$ cat config.mk
export PLATFORM = sky130hd
export DESIGN_NAME = pipeline_hazard_ctrl
export DESIGN_NICKNAME = d
export VERILOG_FILES = /design/src/rtl/pipeline_hazard_ctrl.sv
export SDC_FILE = /design/constraint.sdc
export NUM_CORES = 1
export LEC_CHECK = 0
export ABC_AREA = 1
export CORE_UTILIZATION = 53
export DETAILED_ROUTE_END_ITERATION = 10
export PLACE_DENSITY = 0.85
export SLEW_MARGIN = 20
export SYNTH_ARGS = -nofsm -noshare
export SYNTH_HDL_FRONTEND = slang
export SYNTH_SLANG_ARGS = --single-unit
$ cat constraint.sdc
create_clock -name clk -period 2.1 [get_ports clk]
set_input_delay 0.21 -clock clk [delete_from_list [all_inputs] [get_ports clk]]
set_output_delay 0.21 -clock clk [all_outputs]
set_load 0.01 [all_outputs]
$ cat src/rtl/pipeline_hazard_ctrl.sv
// Hazard controller for the 5-stage pipeline: EX forwarding selects,
// load-use stall sequencing, branch flush and saturating perf counters.
module pipeline_hazard_ctrl #(
   parameter int REG_ADDR_W = 5,
   parameter int CNT_W      = 32,
   parameter int LOAD_STALL = 1
) (
   input  logic                  clk,
   input  logic                  rst,
   input  logic [REG_ADDR_W-1:0] id_rs,
   input  logic [REG_ADDR_W-1:0] id_rt,
   input  logic                  id_uses_rs,
   input  logic                  id_uses_rt,
   input  logic [REG_ADDR_W-1:0] ex_rs,
   input  logic [REG_ADDR_W-1:0] ex_rt,
   input  logic [REG_ADDR_W-1:0] ex_rd,
   input  logic                  ex_mem_read,
   input  logic [REG_ADDR_W-1:0] mem_rd,
   input  logic                  mem_reg_write,
   input  logic [REG_ADDR_W-1:0] wb_rd,
   input  logic                  wb_reg_write,
   input  logic                  mem_pc_src,
   input  logic                  wb_valid,
   output logic [1:0]            fwd_a,
   output logic [1:0]            fwd_b,
   output logic                  pc_write,
   output logic                  if_id_write,
   output logic                  id_ex_bubble,
   output logic                  if_id_flush,
   output logic                  id_ex_flush,
   output logic                  ex_mem_flush,
   output logic                  stall_state,
   output logic [CNT_W-1:0]      cycle_cnt,
   output logic [CNT_W-1:0]      retire_cnt,
   output logic [CNT_W-1:0]      stall_cnt,
   output logic [CNT_W-1:0]      flush_cnt
);

   localparam logic [0:0] RUN      = 1'b0;
   localparam logic [0:0] LU_STALL = 1'b1;

   logic [0:0] state, state_nx;
   logic [3:0] remain, remain_nx;
   logic       lu, stall, flush;
   logic       mem_hit_a, mem_hit_b, wb_hit_a, wb_hit_b;

   // Operand forwarding; the younger EX/MEM result wins over MEM/WB
   always_comb begin
      mem_hit_a = mem_reg_write && (mem_rd != '0) && (mem_rd == ex_rs);
      mem_hit_b = mem_reg_write && (mem_rd != '0) && (mem_rd == ex_rt);
      wb_hit_a  = wb_reg_write && (wb_rd != '0) && (wb_rd == ex_rs);
      wb_hit_b  = wb_reg_write && (wb_rd != '0) && (wb_rd == ex_rt);
      fwd_a = 2'b00;
      fwd_b = 2'b00;
      if (!rst) begin
         if (mem_hit_a)     fwd_a = 2'b10;
         else if (wb_hit_a) fwd_a = 2'b01;
         if (mem_hit_b)     fwd_b = 2'b10;
         else if (wb_hit_b) fwd_b = 2'b01;
      end
   end

   // Load-use detection, stall/flush outputs and next-state selection
   always_comb begin
      lu = ex_mem_read && (ex_rd != '0) &&
           ((id_uses_rs && (ex_rd == id_rs)) ||
            (id_uses_rt && (ex_rd == id_rt)));
      flush = !rst && mem_pc_src;
      stall = !rst && !mem_pc_src &&
              ((state == LU_STALL) || lu);
      pc_write     = !stall;
      if_id_write  = !stall;
      id_ex_bubble = stall;
      if_id_flush  = flush;
      id_ex_flush  = flush;
      ex_mem_flush = flush;
      stall_state  = (state == LU_STALL);
      state_nx  = state;
      remain_nx = remain;
      if (mem_pc_src) begin
         state_nx  = RUN;
         remain_nx = 4'd0;
      end else if (state == RUN) begin
         if (lu && (LOAD_STALL > 1)) begin
            state_nx  = LU_STALL;
            remain_nx = 4'(LOAD_STALL - 1);
         end
      end else begin
         if (remain <= 4'd1) begin
            state_nx  = RUN;
            remain_nx = 4'd0;
         end else begin
            remain_nx = remain - 4'd1;
         end
      end
   end

   // FSM state and remaining-stall register
   always_ff @(posedge clk) begin
      if (rst) begin
         state  <= RUN;
         remain <= 4'd0;
      end else begin
         state  <= state_nx;
         remain <= remain_nx;
      end
   end

   // Saturating performance counters
   always_ff @(posedge clk) begin
      if (rst) begin
         cycle_cnt  <= '0;
         retire_cnt <= '0;
         stall_cnt  <= '0;
         flush_cnt  <= '0;
      end else begin
         if (cycle_cnt != '1)
            cycle_cnt <= cycle_cnt + CNT_W'(1);
         if (wb_valid && (retire_cnt != '1))
            retire_cnt <= retire_cnt + CNT_W'(1);
         if (!pc_write && (stall_cnt != '1))
            stall_cnt <= stall_cnt + CNT_W'(1);
         if (mem_pc_src && (flush_cnt != '1))
            flush_cnt <= flush_cnt + CNT_W'(1);
      end
   end

endmodule

==> qor.yml <==
cts:
  cts_buffer_depth: 2
  cts_made_buffers: 17
  ctsRootBufferMaster: "clkbuf_16"
  cts_tree: "yes"
  cts_htree_levels: 4
  clock_sinks: 133
  cts.clk_slew.worst_paths_ns: 0.06
  cts_hold_buf: 0
  insertion_delay_ns: 0.43
place:
  io_buffers: 182
  gp_congestion: 0.963
  dp_cells: 1848
  dpl.hpwl_microns: 19500
die:
  ios: 183
  dieArea_sq_um: 17200
  fp-row-count: 46
  core-area_sq_um: 16100
  die_w_microns: 131
  die_h_microns: 131
  initial_core_util_pct: 54.9
sta:
  max_slew.worst_pin.slew_ns: 0.567
  fin_hold_ws_ns: 0.183
  slew_viol_final: 0
  layout_min_cycle_time_ns: 1.95
  setup_viol: 0
  max_clock_freq_ghz: 0.514
  rsz0062_at_grt: "false"
  clock_skew_ns: 0.0153
  max_slew_margin_pct: 61.9
  timing.final.crit_share_pct: 92.7
  hold_viol: 0
setup_path:
  path_delay_family: "buffers and inverters"
  required_ns: 1.89
  critPathArrivalTime_ns: 1.74
  cp_cell_sequence: "clkdlybuf4s50_1 > xnor2_1 > nand2_1 > nor4_2 > nand2_1 > inv_1 > nor2_1 > dlygate4sd2_1"
  path_max_fanout: 3
  r2r-end: "stall_cnt[15]"
  critPathSlowestCell: "clkdlybuf4s50_1"
  end_kind: "primary output"
  rrSetupSlack_ns: 0.16
  crit_top_cell: "nand2_1"
  r2r_cells: 9
  crit_buf_inv: 3
  r2r-start: "stall_cnt[1]"
  cp_slowest_stage_delay_ns: 0.51
  critical_path_class: "primary input to primary output"
  cp-start-kind: "primary input"
global_routing:
  overflow: 0
  grt_max_degree: 51
  grt_pass1_wl_microns: 42900
  antenna_found_initial: 0
  grt_usage_pct: 30.3
  grt_pass1_vias: 9099
drt:
  via_per_inst: 5.30
  dr.pass1.iters: 6
  drt_iter0_markers: 984
  finalWirelength_microns: 26100
  antenna_left: 0
  drc: 0
  vias: 9981
  wire_per_inst_microns: 13.8
synth:
  synth-adder-area-share_pct: 0.849
  yosysMostFrequentCell: "nand2_1"
  synthSimpleGateAreaFrac_pct: 45.3
  async_flop_share_pct: 0
  netlist_instances: 1435
  ys.flop_type: "dfxtp_1"
  synthXorXnorAreaFrac_pct: 6.43
  synth_common_cells: "494 x nand2_1, 200 x nor2_1, 134 x inv_1"
  synth_nets: 1485
  synth-edff-count: 0
  synth_compound_area_share_pct: 8.27
  ys_types: 42
  yosysSeqAreaShare_pct: 30.1
  synth.area.top_cells: "dfxtp_1 30%, nand2_1 21%, nor2_1 8.5%"
  yosysTopAreaCell: "dfxtp_1"
  muxShareOfSynthArea_pct: 0
  synth_top_area_share_pct: 30.1
  synth_warnings: 0
  avgSynthCellArea_sq_um: 6.17
  synth_top_family_by_area: "simple AND/OR/NAND/NOR gates"
  ys_ff_latch: 133
  syn_area_sq_um: 8850
power:
  power_leakage_nw: 4.51
  p_per_area_nw_per_um2: 505
  peakVddDrop_mv: 0.610
cells_and_area:
  syn2layout_area_growth_pct: 32.9
  fin_cells: 1882
  drive_gt1_share_pct: 9.66
  fill_cells: 1367
  antennaDiodeCount: 0
  final_nets: 1703
worst_hold_path:
  whs_endpoint: "remain[1]"
  hp-start: "rst"
  hold_depth: 4
  min_path_type: "primary input to register"
run:
  maxCapViolations: 0
outcome:
  status: "finished clean"
## cell type report
| type | count | area, sq um | share of cell area (%) |
|---|---|---|---|
| timing repair buffer | 238 | 2300 | 19.6 |
| clock inverter | 10 | 124 | 1.05 |
| tap | 216 | 270 | 2.30 |
| clock buffer | 22 | 464 | 3.95 |
| inverter | 141 | 534 | 4.55 |
| multi-input combinational | 1122 | 5400 | 45.9 |
| sequential | 133 | 2660 | 22.7 |
## sequential cells by signal (all words and copies together), names as in the netlist
register     flops
remain           4
stall_state      1
flush_cnt       32
stall_cnt       32
cycle_cnt       32
retire_cnt      32
## power breakdown
part           switching, mW  internal, mW
registers             0.0121          2.54
clock network           1.16          1.82
logic                  0.220         0.182
## what timing repair did
item,4_1_cts,5_1_grt
buffers inserted,0,2
endpoints found under the setup margin,7,34
endpoints found under the hold margin,0,0
pin swaps,3,1
gates resized for setup,9,6
## worst register-to-register path, stage by stage, from the launching register on
cell and delay (ns):
dfxtp_1 0.37, ha_1 0.26, nand3_2 0.11, inv_2 0.08, nand2_2 0.10, nor2_4 0.18
nand3_4 0.18, nand2_4 0.32, nand2_1 0.12, a21oi_1 0.14
## worst max-delay path by stage
| stage | end | start | slack, ns | depth (start not counted) |
|---|---|---|---|---|
| after global routing | retire_cnt[24] | retire_cnt[1] | 0.009 | 12 |
| after CTS | fwd_a[1] | mem_rd[2] | 0.0003 | 6 |
| final | fwd_b[0] | ex_rt[3] | 0.15 | 8 |
| after detailed placement | fwd_b[1] | ex_rt[2] | -0.06 | 6 |
| after global placement | fwd_a[0] | ex_rs[2] | -0.02 | 7 |
| after floorplan | stall_cnt[20] | stall_cnt[0] | 0.37 | 11 |
## per-layer routing
metal / routed length (microns) / share of wire [%] / GRT usage, % / up-vias
li1: - / - / - / 4997
met1: 11200 / 43 / 37.6 / 4523
met2: 12200 / 47 / 50.8 / 398
met3: 1890 / 7.2 / 6.37 / 63
met4: 709 / 2.7 / 12.3 / 0
met5: 0 / 0 / 0 / -
## per-stage QoR
stage	util [%]	TNS [ns]	power (mW)	area, sq um	setup slack (ns)
finish	72.9	0	5.93	11800	0.153
global route	72.9	0	6.12	11800	0.00932
CTS	72.7	0	5.98	11700	0.000294
detailed placement	69.1	-0.206	3.00	11100	-0.0613
global placement	69.1	-0.0190	2.99	11100	-0.0190
floorplan	-	0	2.81	8850	0.372
## logic make-up (layout without fill, tap and decap cells)
family	count (synthesis)	count (layout)
flops	133	133
xor+xnor	65	65
compound gates	127	127
buf+inv	180	411
fa+ha+maj	6	6
simple gates	924	924
## cell usage in the layout (no fill, tap or decap), drive strengths merged, types with 25 or more instances in the layout
master,Yosys,layout
nand2,511,511
nor2,212,212
clkdlybuf4s50,0,170
inv,141,142
dfxtp,133,133
nand3,94,94
a21oi,92,92
buf,25,57
xor2,49,49
nor3,39,39
nand3b,25,25
(Power assumes the default switching activity.)
==> edit, RTL diff (same settings) <==
Reset style: asynchronous (`rst`), changed in 2 clocked blocks.
--- a/src/rtl/pipeline_hazard_ctrl.sv
+++ b/src/rtl/pipeline_hazard_ctrl.sv
@@ -97,5 +97,5 @@
 
    // FSM state and remaining-stall register
-   always_ff @(posedge clk) begin
+   always_ff @(posedge clk or posedge rst) begin
       if (rst) begin
          state  <= RUN;
@@ -108,5 +108,5 @@
 
    // Saturating performance counters
-   always_ff @(posedge clk) begin
+   always_ff @(posedge clk or posedge rst) begin
       if (rst) begin
          cycle_cnt  <= '0;
Formal check against the unedited RTL: differs if rst is asserted again (counterexample within 4 cycles, from zero or initial values and one cycle with rst high); with rst held inactive, the same outputs for 10 cycles.
==> edit against the original RTL <==
Setup slack lost 0.050 ns. Register-to-register slack worse by 0.05 ns. Design area grew 0.43%. Sequential cell count did not move. Wire length down 3.0%. Via count down 6.8%. Synthesized area is 1.2% higher. Critical path type unchanged. Largest cell class unchanged.
Power is not compared: it rests on default switching activity, and its combinational part moved more than twofold at a synthesized area within 25%.
==> edit: results (changes against the original RTL) <==
critical_path:
  arrival_ns: 1.79  # +0.05 ns
  rrSetupSlack_ns: 0.11  # -0.05 ns
  reg2reg_depth: 12  # +3
  endpoint: "if_id_flush"
  cp_max_fo: 5  # +2
  worstReg2RegEnd: "stall_cnt[27]$_DFFE_PP0P_"
synth:
  synth_area_leaders: "dfrtp_1, nand2_1, nor2_1"
  ys_seq_area_share_pct: 37.2  # +7.1 points
  syn_nets: 1355  # -8.8%
  synth_cell_types: 37  # -12%
  synthCells: 1305  # -9.1%
  netlist_top_cells_count: "nand2_1, nor2_1, dfrtp_1"
detailed_routing:
  drt_wl_total_um: 25300  # -3.0%
  routedWlPerCell_um: 14.5  # +4.9%
  vias: 9300  # -6.8%
timing:
  worst_pin_slew_ns: 0.884  # +0.317 ns
  fin_skew_ns: 0.0109  # -0.00435 ns
  layout_min_cycle_time_ns: 2.00  # +0.0505 ns
finish:
  nets: 1557  # -8.6%
status:
  status: "completed"
placed_design:
  dpl_cell_area_um2: 11100  # -0.44%
  dp.cells: 1707  # -7.6%
  dp_slack_ns: -0.232  # -0.171 ns
  dp_hpwl_um: 18700  # -4.1%
  routabilityCongestion: 0.955  # -0.80%
global_routing:
  grt_pass1_vias: 8918  # -2.0%
  track_usage_pct: 29.7  # -0.53 points
edit: cell count changes in the layout (fill, tap and decap cells not counted), sizes merged, moves of 27 or more:
cell / before / now
buf: 57 / 29
nor2: 212 / 166
a21oi: 92 / 0
nand3: 94 / 55
inv: 142 / 115
dfrtp: 0 / 133
dfxtp: 133 / 0
edit: kinds of logic (layout without fill, tap and decap cells):
family	Yosys count	count (layout)	synth area share, %
DFF	133	133	37.2
AOI/OAI and AO/OA	33	33	2.04
adders and majority gates	6	6	0.838
and+or+nand+nor	897	897	43.5
buffers and inverters	143	357	7.31
xor gates and xnor gates	93	93	9.10
edit: power by group:
| group | internal [mW] | switching, mW |
|---|---|---|
| combinational | 0.576 | 0.616 |
| sequential | 2.71 | 0.210 |
| clock | 2.38 | 1.18 |
| total | 5.66 | 2.01 |
edit: worst min path at each step:
stage                     cells after the start                         to                      start  slack [ns]
final                                         3  retire_cnt[0]$_DFFE_PP0P_                   wb_valid        0.51
after floorplan                               1                   fwd_a[0]                        rst        0.47
after global routing                          3  retire_cnt[0]$_DFFE_PP0P_                   wb_valid        0.53
after global placement                        1      remain[0]$_DFFE_PP0P_      remain[0]$_DFFE_PP0P_        0.51
after detailed placement                      2  cycle_cnt[30]$_DFFE_PP0P_  cycle_cnt[30]$_DFFE_PP0P_        0.53
after CTS                                     3  retire_cnt[0]$_DFFE_PP0P_                   wb_valid        0.50
edit: layout make-up:
type | count | area [um^2]
sequential | 133 | 3330
timing repair buffer | 211 | 2070
fill | 1294 | 4720
inverter | 115 | 443
tap | 220 | 275
clock inverter | 12 | 250
multi-input combinational | 1029 | 4990
clock buffer | 19 | 443
edit: repair_timing:
item,4_1_cts,5_1_grt
resized for setup,11,5
endpoints found under the setup margin,7,55
pin swaps,2,1
setup buffers,0,1
edit: critical path, stage by stage:
cell and delay (ns):
clkdlybuf4s50_1 0.51, buf_4 0.22, nor2_1 0.25, clkdlybuf4s50_1 0.59
edit: metal layers:
metal / routed length, um / global-route usage, % / up-vias
li1: - / - / 4520
met1: 10700 / 38.0 / 4329
met2: 12000 / 49.9 / 395
met3: 1810 / 5.07 / 56
met4: 690 / 12.5 / 0
met5: 0 / 0 / -
